[config.mk]
export PLATFORM = sky130hd
export DESIGN_NAME = uart_byte_receiver
export DESIGN_NICKNAME = d
export VERILOG_FILES = /design/src/rtl/uart_byte_receiver.sv
export SDC_FILE = /design/constraint.sdc
export NUM_CORES = 1
export LEC_CHECK = 0
export ABC_AREA = 1
export CORE_MARGIN = 5
export CORE_UTILIZATION = 47
export CTS_BUF_LIST = sky130_fd_sc_hd__clkbuf_16
export DETAILED_ROUTE_END_ITERATION = 10
export PLACE_DENSITY = 0.77
export SLEW_MARGIN = 20
export SYNTH_ARGS = -nofsm -noshare
export SYNTH_HDL_FRONTEND = slang
export SYNTH_SLANG_ARGS = --single-unit
export TNS_END_PERCENT = 1
[constraint.sdc]
create_clock -name clk -period 2.2 [get_ports clk]
set_clock_uncertainty 0.15 [all_clocks]
set_input_delay 0.44 -clock clk [delete_from_list [all_inputs] [get_ports clk]]
set_output_delay 0.44 -clock clk [all_outputs]
set_load 0.05 [all_outputs]
[src/rtl/uart_byte_receiver.sv]
`timescale 1ns/1ps
// rtl/uart_byte_receiver.sv - 8N1 UART receiver: 2-FF sync, glitch rejection, mid-bit sampling, stop check
module uart_byte_receiver #(
   parameter int CLK_FREQ  = 100_000_000,
   parameter int BAUD_RATE = 115200
) (
   input  logic       clk,
   input  logic       rst_n,
   input  logic       uart_rx,
   output logic [7:0] rx_data,
   output logic       rx_valid,
   output logic       frame_error,
   output logic       busy
);
   localparam int CLKS_PER_BIT = CLK_FREQ / BAUD_RATE;
   localparam int CNT_W = (CLKS_PER_BIT < 4) ? 2 : $clog2(CLKS_PER_BIT);
   localparam logic [CNT_W-1:0] HALF_LAST = CNT_W'(CLKS_PER_BIT / 2 - 1);
   localparam logic [CNT_W-1:0] BIT_LAST  = CNT_W'(CLKS_PER_BIT - 1);

   generate
      if (CLKS_PER_BIT < 4) begin : g_cfg_check
         $error("uart_byte_receiver: CLKS_PER_BIT must be at least 4");
      end
   endgenerate

   typedef enum logic [2:0] {S_IDLE, S_START, S_DATA, S_STOP, S_BREAK} state_t;

   state_t           state_q, state_d;
   logic [1:0]       sync_q, sync_d;
   logic [CNT_W-1:0] cnt_q, cnt_d;
   logic [2:0]       idx_q, idx_d;
   logic [7:0]       sreg_q, sreg_d;
   logic [7:0]       data_q, data_d;
   logic             valid_q, valid_d;
   logic             ferr_q, ferr_d;
   logic             rx_s;
   logic             tick_half;
   logic             tick_bit;

   assign rx_s      = sync_q[1];
   assign tick_half = (cnt_q == HALF_LAST);
   assign tick_bit  = (cnt_q == BIT_LAST);

   always_ff @(posedge clk or negedge rst_n) begin
      if (!rst_n) begin
         state_q <= S_IDLE;
      end else begin
         state_q <= state_d;
      end
   end

   always_comb begin
      state_d = state_q;
      case (state_q)
         S_IDLE:  if (!rx_s) state_d = S_START;
         S_START: if (tick_half) state_d = rx_s ? S_IDLE : S_DATA;
         S_DATA:  if (tick_bit && idx_q == 3'd7) state_d = S_STOP;
         S_STOP:  if (tick_bit) state_d = rx_s ? S_IDLE : S_BREAK;
         S_BREAK: if (rx_s) state_d = S_IDLE;
         default: state_d = S_IDLE;
      endcase
   end

   // The counter also restarts at each data-bit boundary, since DATA spans eight bit periods.
   always_comb begin
      sync_d  = {sync_q[0], uart_rx};
      cnt_d   = cnt_q + 1'b1;
      idx_d   = idx_q;
      sreg_d  = sreg_q;
      valid_d = 1'b0;
      ferr_d  = 1'b0;
      if (state_d != state_q || (state_q == S_DATA && tick_bit)) begin
         cnt_d = '0;
      end
      if (state_q == S_START) begin
         idx_d = 3'd0;
      end
      if (state_q == S_DATA && tick_bit) begin
         sreg_d = {rx_s, sreg_q[7:1]};
         idx_d  = idx_q + 3'd1;
      end
      if (state_q == S_STOP && tick_bit) begin
         valid_d = rx_s;
         ferr_d  = !rx_s;
      end
      data_d = valid_d ? sreg_q : data_q;
   end

   always_ff @(posedge clk or negedge rst_n) begin
      if (!rst_n) begin
         sync_q  <= 2'b11;
         cnt_q   <= '0;
         idx_q   <= 3'd0;
         sreg_q  <= 8'h00;
         data_q  <= 8'h00;
         valid_q <= 1'b0;
         ferr_q  <= 1'b0;
      end else begin
         sync_q  <= sync_d;
         cnt_q   <= cnt_d;
         idx_q   <= idx_d;
         sreg_q  <= sreg_d;
         data_q  <= data_d;
         valid_q <= valid_d;
         ferr_q  <= ferr_d;
      end
   end

   assign rx_data     = data_q;
   assign rx_valid    = valid_q;
   assign frame_error = ferr_q;
   assign busy        = (state_q != S_IDLE);

endmodule

Word level (Yosys, flattened, before mapping):

Index checks and enable logic that the tools add are counted.

* reduce and logical (&&, ||, !) cells: 8
* mux-type cells: 13
* eq/ne operators: 8
* add/subtract/negate cells: 2

Operator list (count)
* two-way mux 3 bit: 8
* one-hot mux 3 bit (5 select lines): 1
* adder 10 x 1 -> 10 bit (second input constant): 1
* == test 10 bit (second input constant): 1
* == test 10 x 9 -> 1 bit (second input constant): 1
* two-way mux 10 bit: 1
* == test 3 x 2 -> 1 bit (second input constant): 2
* == test 3 bit (second input constant): 2
* adder 3 x 1 -> 3 bit (second input constant): 1
* == test 3 x 1 -> 1 bit (second input constant): 1
* logical AND 1 bit: 3
* zero test 3 bit: 1
* inequality test 3 bit: 1
* nonzero test 3 bit: 1
* two-way mux 1 bit: 2
* two-way mux 2 bit: 1
* nonzero test 2 bit: 1
* zero test 1 bit: 1
* logical OR 1 bit: 1

* bits in registers: 36
* word-level logic and storage cells: 39
* output and inout bits: 11
* input port bits: 3

Depth between registers and ports, before layout:

* word-level depth: 7
* mapped depth: 13
* depth with buffers taken out: 13

Worst setup path before layout:

OpenSTA, ideal clock, no wires.

* path type: register to register
* start point: register state_q[2]
* end point: register cnt_q[0]
* arrival: 1.471 ns
* library setup time: 0.072 ns
* path slack: 0.508 ns
* stages on the path, launching flop included: 10
* cells stage by stage: dfrtp_1 inv_1 nand2_1 nor2_1 a21oi_2 nand2_1 nand2_1 nand2_1 nand2_4 nor2_1

* word-level cells in the longest chain between the ends: 5

Ends and longest elaborated chain
* from (decl): RTL line 28 `state_t state_q, state_d;`
* from (signal assigned): RTL line 48 `state_q <= state_d;`
* == test 3 bit (tied with other cells): RTL line 54 `case (state_q)`
* one-hot mux 3 bit (5 select lines) (*): RTL line 54
* via state_d[0]: RTL line 28
* inequality test 3 bit (*): RTL line 72 `if (state_d != state_q || (state_q == S_DATA && tick_bit)) begin`
* logical OR 1 bit (*): RTL line 72
* two-way mux 10 bit (*): RTL line 72
* via cnt_d[0]: RTL line 30 `logic [CNT_W-1:0] cnt_q, cnt_d;`
* to (signal assigned): RTL line 100 `cnt_q <= cnt_d;`
* to (decl): RTL line 30

Mark *: on every way through the listed nets, which the timed path passes. The rest lies on a longest branch.
A chain may end at the register's enable or synchronous reset.

Worst setup path in the final report:

* start point: register data_q[5] (netlist: rx_data[5])
* end point: output rx_data[5]

RTL lines
* from (decl): RTL line 33 `logic [7:0] data_q, data_d;`
* from (signal assigned): RTL line 103 `data_q <= data_d;`
* to (decl): RTL line 10 `output logic [7:0] rx_data,`

No word-level cell between the ends.

==> results.tsv <==
stage	metric	value	unit
power_and_ir_drop	P per Cell Area	667	nW/um^2
cts	Reg clk slew, reported paths	0.05	ns
logic_synthesis	Avg Inst Size Synth	9.64	sq um
finish	Layout Utilization	0.589	
sta	fmax	490	MHz
power_and_ir_drop	combinational group share of total power	0.015	
cts	post_cts resized	0	
sta	Final Hold Fails	0	
finish	fin nets	203	
power_and_ir_drop	Clock power frac	0.488	
route	drt drc	0	
logic_synthesis	Post-Syn Nets	184	
floorplan	die extent in x	70.3	microns
sta	final setup vio count	0	
critical_path	critical path's top delay family	buffers and inverters	
logic_synthesis	number of flops mapped to enable cells by yosys	0	
critical_path	critical-path cell list	clkdlybuf4s50_1	
route	via count	1150	
sta	RSZ-0062 raised after global routing	false	
power_and_ir_drop	Flop pwr share	0.497	
cts	CTS tree	done	
floorplan	Rows	21	
global_routing	GRT Overall Usage	0.132	
cts	total clock sinks	36	
global_routing	pin count of the biggest net entering global routing	37	
logic_synthesis	Async SR Flop Fraction	1.00	
route	DR vias/cell	4.73	
logic_synthesis	Post-Synthesis Cells	177	
finish	antenna cells	0	
cts	Clock Path Buffers	2	
sta	Final period util	0.928	
critical_path	WS Path Type	reg2out	
floorplan	Core ar.	3420	sq um
power_and_ir_drop	Switching Share	0.195	
global_routing	vias in the first global route	1099	
critical_path	Startpoint Class	flop	
logic_synthesis	Mapped Area	1710	sq um
logic_synthesis	Most used DFF post-synth	dfrtp_1	
cts	postcts setup bufs	0	
critical_path	CP max stage cell	clkdlybuf4s50_1	
sta	Pins Over Slew Limit	0	
critical_path	WP data required	1.61	ns
outcome	status	finished, final reports clean	
worst_hold_path	HP Class	reg2reg	
power_and_ir_drop	P_sw	0.262	mW
critical_path	worst path bufs/invs	1	
sta	worst slew pin tran	0.522	ns
power_and_ir_drop	Pint	1.08	mW
finish	most frequent cells in the layout	dfrtp_1 (34), nand2_1 (33), nor2_1 (21)	
critical_path	Critical Path AT	1.45	ns
sta	Worst Setup Slack, final	0.157	ns
floorplan	Die Area	4940	sq um
global_routing	initial antenna violation count	0	
route	initial drt markers	86	
critical_path	critical path fanouts, max	2	
power_and_ir_drop	leak pwr	0.995	nW
critical_path	Crit path largest cell delay	0.82	ns
logic_synthesis	Seq/Total Area, Yosys	0.529	
cts	CTS Hold Bufs	0	
cts	clock tree root buffer cell	clkbuf_16	
cts	clk_lat worst skew	0.28	ns
power_and_ir_drop	worst vdd ir	0.593	mV
placement	Post-DP HPWL	1900	microns
cts	Num CTS Buffers	5	
finish	Area Overhead vs Synth	18.0	%
logic_synthesis	Netlist cell types	26	
placement	pre-CTS setup slack	0.343	ns
route	first-pass iteration count of the detailed router	4	
route	WL per Instance	11.2	microns
placement	PortBufs	13	
run	max cap viols	0	
route	post-route ant nets	0	
logic_synthesis	Seq cells post-synth	36	
sta	fin crit period	2.04	ns
global_routing	GRT overflow	0	
sta	total negative slack	0	ns
cts	htree depth	2	
placement	final RePlAce weighted congestion	0.786	
sta	Slew headroom	0.651	
global_routing	first-pass GRT wire length	4990	microns
critical_path	Worst Setup End Kind	primary output	
floorplan	I/O Pins	14	
floorplan	chip height	70.3	microns
floorplan	Initial Util	0.500	
finish	share of layout cells above drive strength 1	0.203	
route	final WL	2730	microns
finish	commonest non-fill, non-tap cell in the layout	dfrtp_1	
logic_synthesis	Synth Warn #	0	
[layer usage]
metal / track usage / vias up / wire length [microns]
met3: 0.0574 / 8 / 127
met1: 0.174 / 521 / 1360
met2: 0.178 / 19 / 1150
met4: 0.0766 / 0 / 92
li1: - / 602 / -
met5: 0 / - / 0
[path summary, 6_finish.rpt]
| check | from | endpoint | slack [ns] | cells past startpoint |
|---|---|---|---|---|
| worst min-delay path | sync_q[0] | sync_q[1] | 0.20 | 0 |
| worst max-delay path | rx_data[5] | rx_data[5] | 0.16 | 1 |
| worst max register to register | cnt_q[0] | cnt_q[5] | 0.35 | 10 |
| max in group asynchronous | rst_n | sync_q[1] | 1.14 | 2 |
| worst min register to register | sync_q[0] | sync_q[1] | 0.20 | 0 |
| min in group asynchronous | rst_n | cnt_q[6] | 0.42 | 2 |
[layout make-up]
| class | count | area [sq um] |
|---|---|---|
| multi-input cells | 117 | 691 |
| clock buffers | 5 | 125 |
| clock inverters | 3 | 15.0 |
| repair buffers | 15 | 143 |
| inverters | 21 | 78.8 |
| flip-flops and latches | 36 | 903 |
| fillers | 286 | 1400 |
| well taps | 46 | 57.6 |
[metrics by stage]
step	power, mW	cell area [sq um]	cells	hold slack [ns]
global route	1.39	2010	243	0.206
detailed placement	0.701	1870	235	0.198
CTS	1.36	2010	243	0.205
floorplan	0.682	1710	177	-0.00559
global placement	0.700	1870	235	0.196
finish	1.34	2010	243	0.203
[power by group through the flow]
| stage | combinational [mW] | sequential, mW | clock, mW |
|---|---|---|---|
| 2_1_floorplan | 0.00326 | 0.679 | 0 |
| 4_1_cts | 0.0216 | 0.668 | 0.669 |
| 3_3_place_gp | 0.0213 | 0.679 | 0 |
| 3_5_place_dp | 0.0218 | 0.679 | 0 |
| 5_1_grt | 0.0249 | 0.667 | 0.702 |
| 6_report | 0.0204 | 0.668 | 0.655 |
[state kept, by name (all words and copies together) (netlist names)]
register,cells
idx_q,3
cnt_q,10
frame_error,1
rx_valid,1
sreg_q,8
sync_q,2
rx_data,8
state_q,3
[synthesized netlist by cell type (3+ instances only)]
library cell / instances / area (sq um)
o21a_1: 3 / 22.5
nor2_1: 21 / 78.8
dfrtp_1: 34 / 851
o21ai_0: 6 / 30.0
nand2_1: 33 / 124
buf_6: 3 / 33.8
nor2_4: 3 / 33.8
xor2_1: 6 / 52.6
inv_2: 7 / 26.3
a21oi_2: 4 / 35.0
inv_1: 14 / 52.6
o21ai_2: 5 / 43.8
nand3_1: 16 / 80.1
ha_1: 4 / 50.1
[cell families after synthesis]
logic type | count (synthesis) | share of synthesized area
and+or+nand+nor | 84 | 0.243
DFF | 36 | 0.529
buffers and inverters | 24 | 0.0660
AOI/OAI and AO/OA | 20 | 0.0828
xor gates and xnor gates | 8 | 0.0411
adders and majority gates | 4 | 0.0293
muxes | 1 | 0.00880
[worst register-to-register path, stage by stage (launching register included)]
cell and delay, ns:
dfrtp_1 0.41, ha_1 0.25, nand2_1 0.10, nor2_2 0.06, nand2_4 0.09, inv_2 0.05, nand2_2 0.16, nand3_1 0.10
nor2_1 0.19, nand2_4 0.12, nor2_1 0.12
No activity file was read; power rests on OpenSTA's default activity.
